**src/rtl/uart_pkg.sv**
```systemverilog
// Purpose: types and constants shared by the UART transmit and receive paths.
// Latency: none, declarations only.
// Backpressure: none.
package uart_pkg;

  localparam int   UART_DATA_BITS  = 8;
  localparam logic UART_IDLE_LEVEL = 1'b1;

  typedef enum logic [1:0] {
    IDLE,
    START,
    DATA,
    STOP
  } uart_tx_state_t;

endpackage

```
**src/rtl/uart_tx_serializer_if.sv**
```systemverilog
// Purpose: byte-push bus between the UART register logic (master) and the TX serializer (slave).
// Latency: dataWriteAck, txFull and count are registered and reflect the previous edge's push.
// Backpressure: no stall; a push while txFull=1 is dropped and answered with dataWriteAck=0.
// Signals: dataWriteEnable/dataWrite (push request + byte), dataWriteAck (push accepted),
//          txFull (FIFO full), count (FIFO occupancy).
interface uart_tx_serializer_if;
  import uart_pkg::*;

  logic                      dataWriteEnable;
  logic [UART_DATA_BITS-1:0] dataWrite;
  logic                      dataWriteAck;
  logic                      txFull;
  logic [2:0]                count;

  modport master (
    output dataWriteEnable, dataWrite,
    input  dataWriteAck, txFull, count
  );

  modport slave (
    input  dataWriteEnable, dataWrite,
    output dataWriteAck, txFull, count
  );

endinterface

```
**src/rtl/uart_tx_fifo.sv**
```systemverilog
// Purpose: FIFO_DEPTH-entry byte queue in front of the TX serializer, with push/pop arbitration.
// Latency: a pushed byte is visible at headData and in count after one edge.
// Backpressure: push is dropped when full (pushAck=0); pop is only issued when count>0.
// Ports: clk, reset, pushEnable/pushData, popEnable, headData (oldest entry), pushAck, full, count.
module uart_tx_fifo
  import uart_pkg::*;
#(
  parameter  int FIFO_DEPTH = 4,
  localparam int PTR_W      = $clog2(FIFO_DEPTH),
  localparam int CNT_W      = $clog2(FIFO_DEPTH) + 1
) (
  input  logic                      clk,
  input  logic                      reset,
  input  logic                      pushEnable,
  input  logic [UART_DATA_BITS-1:0] pushData,
  input  logic                      popEnable,
  output logic [UART_DATA_BITS-1:0] headData,
  output logic                      pushAck,
  output logic                      full,
  output logic [CNT_W-1:0]          count
);

  localparam logic [CNT_W-1:0] FULL_COUNT = CNT_W'(FIFO_DEPTH);

  logic [UART_DATA_BITS-1:0] mem [FIFO_DEPTH];
  logic [PTR_W-1:0]          wrPtr;
  logic [PTR_W-1:0]          rdPtr;
  logic [CNT_W-1:0]          countNext;
  logic                      pushOk;

  // Acceptance looks at the pre-edge count only, so a push racing a pop
  // while full is still rejected.
  assign pushOk   = pushEnable && (count != FULL_COUNT);
  assign headData = mem[rdPtr];

  always_comb begin
    countNext = count;
    if (pushOk && !popEnable) begin
      countNext = count + CNT_W'(1);
    end else if (!pushOk && popEnable) begin
      countNext = count - CNT_W'(1);
    end
  end

  // Storage carries no reset; entries are only read once count says they are valid.
  always_ff @(posedge clk) begin
    if (pushOk) begin
      mem[wrPtr] <= pushData;
    end
  end

  always_ff @(posedge clk) begin
    if (reset) begin
      wrPtr   <= '0;
      rdPtr   <= '0;
      count   <= '0;
      full    <= 1'b0;
      pushAck <= 1'b0;
    end else begin
      pushAck <= pushOk;
      count   <= countNext;
      full    <= (countNext == FULL_COUNT);
      if (pushOk) begin
        wrPtr <= wrPtr + PTR_W'(1);
      end
      if (popEnable) begin
        rdPtr <= rdPtr + PTR_W'(1);
      end
    end
  end

endmodule

```
**src/rtl/uart_tx_serializer.sv**
```systemverilog
// Purpose: UART transmitter; queues bytes and sends each as an 8N1 frame (start, 8 data LSB first, stop).
// Latency: push accepted at edge N on an idle block -> tx falls after edge N+1; frame = 10*CLKS_PER_BIT cycles.
// Backpressure: pushes beyond FIFO_DEPTH are dropped with dataWriteAck=0; queued frames go out back-to-back.
// Ports: clk, reset (sync, active high), bus (push interface, slave side), busy (frame or data pending), tx (serial line).
module uart_tx_serializer
  import uart_pkg::*;
#(
  parameter int CLKS_PER_BIT = 434,
  parameter int FIFO_DEPTH   = 4
) (
  input  logic                 clk,
  input  logic                 reset,
  uart_tx_serializer_if.slave  bus,
  output logic                 busy,
  output logic                 tx
);

  localparam int          CNT_W       = $clog2(FIFO_DEPTH) + 1;
  localparam logic [15:0] BAUD_LAST   = 16'(CLKS_PER_BIT - 1);
  localparam logic [2:0]  LAST_BIT    = 3'(UART_DATA_BITS - 1);
  localparam logic        START_LEVEL = ~UART_IDLE_LEVEL;

  uart_tx_state_t            state;
  uart_tx_state_t            stateNext;
  logic [15:0]               baudCnt;
  logic [15:0]               baudNext;
  logic [2:0]                bitCnt;
  logic [2:0]                bitNext;
  logic [UART_DATA_BITS-1:0] shiftReg;
  logic [UART_DATA_BITS-1:0] shiftNext;
  logic [UART_DATA_BITS-1:0] headData;
  logic                      txReg;
  logic                      txNext;
  logic                      pop;
  logic                      baudDone;
  logic [CNT_W-1:0]          fifoCount;

  uart_tx_fifo #(
    .FIFO_DEPTH (FIFO_DEPTH)
  ) fifo (
    .clk        (clk),
    .reset      (reset),
    .pushEnable (bus.dataWriteEnable),
    .pushData   (bus.dataWrite),
    .popEnable  (pop),
    .headData   (headData),
    .pushAck    (bus.dataWriteAck),
    .full       (bus.txFull),
    .count      (fifoCount)
  );

  assign bus.count = 3'(fifoCount);
  assign baudDone  = (baudCnt == BAUD_LAST);

  // State register, together with the datapath registers the FSM steers.
  always_ff @(posedge clk) begin
    if (reset) begin
      state    <= IDLE;
      baudCnt  <= '0;
      bitCnt   <= '0;
      shiftReg <= '0;
      txReg    <= UART_IDLE_LEVEL;
    end else begin
      state    <= stateNext;
      baudCnt  <= baudNext;
      bitCnt   <= bitNext;
      shiftReg <= shiftNext;
      txReg    <= txNext;
    end
  end

  // Next-state logic. tx is computed one edge ahead so the pin is driven
  // straight from a flop.
  always_comb begin
    stateNext = state;
    baudNext  = baudCnt + 16'd1;
    bitNext   = bitCnt;
    shiftNext = shiftReg;
    txNext    = txReg;
    pop       = 1'b0;
    case (state)
      IDLE: begin
        baudNext = '0;
        txNext   = UART_IDLE_LEVEL;
        if (fifoCount != '0) begin
          pop       = 1'b1;
          shiftNext = headData;
          txNext    = START_LEVEL;
          stateNext = START;
        end
      end
      START: begin
        if (baudDone) begin
          baudNext  = '0;
          bitNext   = '0;
          txNext    = shiftReg[0];
          stateNext = DATA;
        end
      end
      DATA: begin
        if (baudDone) begin
          baudNext = '0;
          if (bitCnt == LAST_BIT) begin
            txNext    = UART_IDLE_LEVEL;
            stateNext = STOP;
          end else begin
            shiftNext = shiftReg >> 1;
            bitNext   = bitCnt + 3'd1;
            txNext    = shiftReg[1];
          end
        end
      end
      STOP: begin
        if (baudDone) begin
          baudNext = '0;
          // A waiting byte starts on the very next cycle: no idle gap between frames.
          if (fifoCount != '0) begin
            pop       = 1'b1;
            shiftNext = headData;
            txNext    = START_LEVEL;
            stateNext = START;
          end else begin
            txNext    = UART_IDLE_LEVEL;
            stateNext = IDLE;
          end
        end
      end
      default: begin
        stateNext = IDLE;
        baudNext  = '0;
        txNext    = UART_IDLE_LEVEL;
      end
    endcase
  end

  // Outputs.
  always_comb begin
    tx   = txReg;
    busy = (state != IDLE) || (fifoCount != '0);
  end

endmodule

```
**src/flat_wrapper.sv**
```systemverilog
// flat-port wrapper written by rule: the top's interface ports become plain ports
module uart_tx_serializer_flat import uart_pkg::*;
#(
  parameter int CLKS_PER_BIT = 434,
  parameter int FIFO_DEPTH   = 4
)
  (clk, reset, busy, tx, bus_dataWriteEnable, bus_dataWrite, bus_dataWriteAck, bus_txFull, bus_count);
  uart_tx_serializer_if bus_i ();
  input  logic clk;
  input  logic reset;
  output logic busy;
  output logic tx;
  input wire logic [$bits(bus_i.dataWriteEnable)-1:0] bus_dataWriteEnable;
  input wire logic [$bits(bus_i.dataWrite)-1:0] bus_dataWrite;
  output wire logic [$bits(bus_i.dataWriteAck)-1:0] bus_dataWriteAck;
  output wire logic [$bits(bus_i.txFull)-1:0] bus_txFull;
  output wire logic [$bits(bus_i.count)-1:0] bus_count;
  assign bus_i.dataWriteEnable = bus_dataWriteEnable;
  assign bus_i.dataWrite = bus_dataWrite;
  assign bus_dataWriteAck = bus_i.dataWriteAck;
  assign bus_txFull = bus_i.txFull;
  assign bus_count = bus_i.count;
  uart_tx_serializer #(.CLKS_PER_BIT(CLKS_PER_BIT), .FIFO_DEPTH(FIFO_DEPTH)) u_core (.clk(clk), .reset(reset), .bus(bus_i), .busy(busy), .tx(tx));
endmodule
```
**config.mk**
```make
export PLATFORM = sky130hd
export DESIGN_NAME = uart_tx_serializer_flat
export DESIGN_NICKNAME = d
export VERILOG_FILES = /design/src/rtl/uart_pkg.sv /design/src/rtl/uart_tx_serializer_if.sv /design/src/rtl/uart_tx_fifo.sv /design/src/rtl/uart_tx_serializer.sv /design/src/flat_wrapper.sv
export SDC_FILE = /design/constraint.sdc
export NUM_CORES = 1
export LEC_CHECK = 0
export BUFFER_PORTS_ARGS = -buffer_cell sky130_fd_sc_hd__buf_4
export CAP_MARGIN = 20
export CORE_MARGIN = 3
export CORE_UTILIZATION = 25
export CTS_BUF_LIST = sky130_fd_sc_hd__clkbuf_8 sky130_fd_sc_hd__clkbuf_16
export DETAILED_ROUTE_END_ITERATION = 12
export GPL_TIMING_DRIVEN = 0
export PLACE_DENSITY_LB_ADDON = 0.05
export SLEW_MARGIN = 40
export SYNTH_ARGS = -nofsm -noshare
export SYNTH_HDL_FRONTEND = slang
export SYNTH_SLANG_ARGS = --single-unit
```
**constraint.sdc**
```tcl
create_clock -name clk -period 4.2 [get_ports clk]
set_input_delay 0.42 -clock clk [delete_from_list [all_inputs] [get_ports clk]]
set_output_delay 0.42 -clock clk [all_outputs]
set_load 0.005 [all_outputs]
```
==> run_results.csv <==
group,metric,value,unit
timing,setup_viol,0,
die,start_util,26.23,%
place,portBuffers,16,
timing,drv_slew,0,
synth,yosys-top-cells-count,"41 x dfxtp_1, 38 x nor2_1, 32 x edfxtp_1",
place,pre_cts_slack,1757,ps
place,place_area,0.003573,mm²
synth,yosysTopAreaCell,"edfxtp_1",
worst_setup_path,worstReg2RegStart,"u_core.baudCnt[0]",
worst_setup_path,critPathLaunchType,"flop",
clocking,cts_buffers,9,
route,vias_per_cell,4.264,
synth,async_reset_ff_share,0,%
worst_setup_path,worstSetupStartpoint,"u_core.baudCnt[0]",
timing,fin_crit_sh,57.02,%
timing,finClkSkew,4.218,ps
synth,synth_nets,297,
power,power_per_cell_area,595.2,mW/mm²
synth,synth_area_leaders,"edfxtp_1 30%, dfxtp_1 25%, ha_1 6.2%, mux4_2 5.6%, nor2_1 4.4%",
die,core,0.01236,mm²
worst_setup_path,worst_r2r_path_depth,8,
clocking,ctsHtreeMaxLevel,3,
power,p_comb_share,29.8,%
final_layout,final_core_util,31.06,%
worst_setup_path,worstPathRequired,4440,ps
timing,hold-worst-slack,290.6,ps
route,dr.pass1.iters,4,
clocking,root_buffer,"clkbuf_16",
clocking,cts_resized,0,
clocking,cts_tree,"built",
die,num_io_pins,18,
power,p_switching,0.0007166,W
timing,timing.final.ws_setup,1805,ps
clocking,clkSinkCount,73,
worst_setup_path,crit_path_end_kind,"flop",
clocking,clock_path_buffers,2,
synth,synth-seq-cells,73,
power,seqPwrFrac,40.0,%
global_route,grt_overflow_total,0,
power,p_clk_share,30.2,%
timing,report.final.hold_viol_count,0,
outcome,status,"completed",
clocking,clk_pin_slew,60,ps
synth,synth_cell_types,45,
global_route,antenna_found_initial,0,
power,p_int,0.001569,W
power,leakagePower,1.331,nW
flow_run,maxCapViolCount,0,
route,drtAntennaViolNets,0,
final_layout,drive_above_1_share,16.89,%
die,placementRows,40,
global_route,grt_pass1_vias,2037,
route,num_vias,2004,
synth,synth_edf_count,32,
route,drc_errors,0,
die,die_x,119.9,µm
global_route,grt_first_pass_wirelength,10760,µm
synth,syn_area,0.003243,mm²
synth,syn_avg_cell_area,12.01,µm²
synth,ys.flop_type,"dfxtp_1",
clocking,post-cts-setup-buffers,0,
global_route,grtUsageTotal,9.798,%
final_layout,final_area,0.003840,mm²
route,wire_per_inst,13.65,µm
worst_setup_path,critical_path_class,"flop to flop",
synth,seq_area_frac_synth,54.94,%
synth,synthCells,270,
timing,layout_min_cycle_time,2395,ps
synth,synth.most_common_cell,"dfxtp_1",
timing,tns,0,ps
synth,synth_top_cell_area_share,29.63,%
worst_hold_path,worstHoldEndpoint,"u_core.fifo.mem[0][1]",
clocking,ctsHoldBuffers,0,
timing,worstMarginPinSlew,722.8,ps
final_layout,nets,324,
global_route,grt_max_degree,13,
power,ir_drop,0.2605,mV
die,die_area,0.01437,mm²
synth,synth_warnings,0,
worst_setup_path,r2r_slack,1810,ps
clocking,clock_latency,330,ps
worst_setup_path,crit_arrival,2640,ps
timing,rsz0062_at_grt,"no",
die,die_y,119.9,µm
worst_setup_path,cp_max_fo,10,
worst_hold_path,hp-class,"input port to flop",
route,finalWirelength,6417,µm
final_layout,antennaDiodeCount,0,
worst_hold_path,min-delay-start,"bus_dataWrite[1]",
worst_setup_path,timing.rr.end,"u_core.shiftReg[6]",
final_layout,area_growth,18.40,%
power,sw_frac_of_total,31.36,%
timing,max_freq,417.6,MHz
place,hpwl,4402,µm
route,drtIter0Drc,84,
timing,max_slew_margin,51.81,%
place,gp_routability_congestion,0.7021,
worst_hold_path,worstHoldPathCells,1,
[worst max-delay path: stages, from the launching register on]
cell      delay, ps
dfxtp_1         370
ha_1            170
or4b_4          490
nor4_4          390
a22oi_1         240
nor2_4          200
buf_4           200
nor2_1           50
a211oi_1        190
[worst max-delay path by stage]
stage | cells past startpoint | end | slack, ps
finish | 8 | u_core.shiftReg[6] | 1810
global route | 7 | u_core.state[1] | 1590
CTS | 7 | u_core.baudCnt[13] | 1740
detailed placement | 7 | u_core.baudCnt[13] | 1760
global placement | 7 | u_core.baudCnt[12] | 1750
floorplan | 7 | u_core.state[1] | 2140
[routing by layer]
layer,share of wire (%),global-route usage [%],vias up
met4,1.5,3.221,0
met3,2.8,3.864,7
met5,0,0,-
met1,51,12.94,948
li1,-,-,1022
met2,45,14.69,27
[kinds of logic after synthesis]
kind of cell	Yosys count	synth area share (%)
buffers and inverters	18	2.508
and+or+nand+nor	94	15.97
xor gates and xnor gates	17	4.823
adders and majority gates	17	6.481
muxes	17	8.333
DFF	73	54.94
AOI/OAI and AO/OA	34	6.945
[sequential cells by signal, summed over array words and instances, names as in the netlist, named ones only]
register and flops:
u_core.shiftReg 8, u_core.fifo.wrPtr 2, u_core.baudCnt 16, u_core.tx 1
u_core.fifo.count 3, u_core.fifo.full 1, u_core.fifo.mem 32, u_core.state 2
u_core.bitCnt 3, u_core.fifo.pushAck 1, u_core.fifo.rdPtr 2
[power groups by stage]
stage	Sequential, W	Clock (W)	Combinational [W]
2_1_floorplan	0.000916	0	0.000511
3_3_place_gp	0.000932	0	0.000701
3_5_place_dp	0.000932	0	0.000694
4_1_cts	0.000918	0.000714	0.000695
5_1_grt	0.000931	0.000751	0.000779
6_report	0.000915	0.000690	0.000681
[cells in the final DEF (no fill, tap or decap), drive strengths merged, types with 4 or more instances in the layout]
| master | netlist | final |
|---|---|---|
| dfxtp | 41 | 41 |
| nor2 | 39 | 39 |
| edfxtp | 32 | 32 |
| buf | 4 | 20 |
| ha | 16 | 16 |
| clkbuf | 6 | 16 |
| nand2 | 13 | 13 |
| inv | 8 | 10 |
| xor2 | 10 | 10 |
| a211oi | 10 | 10 |
| a21oi | 9 | 9 |
| mux2i | 9 | 9 |
| mux4 | 8 | 8 |
| nand3 | 7 | 7 |
| xnor2 | 7 | 7 |
| o21ai | 6 | 6 |
| nor2b | 5 | 5 |
| and3 | 5 | 5 |
| and2 | 4 | 4 |
| or3 | 4 | 4 |
[per-stage QoR]
stage,instances,power [W]
6_report,470,0.002286
5_1_grt,470,0.002460
4_1_cts,470,0.002327
3_5_place_dp,454,0.001626
3_3_place_gp,454,0.001633
2_1_floorplan,270,0.001427
[final cells by class]
cell class	instances	area [µm²]
fill	1286	8522
sequential	73	1782
multi-input combinational	179	1380
clock buffer	10	239.0
tap	168	210.2
timing repair buffer	16	120.1
buffer	10	51.30
inverter	8	30.03
clock inverter	6	27.53
Power figures use the tool's default switching activity.
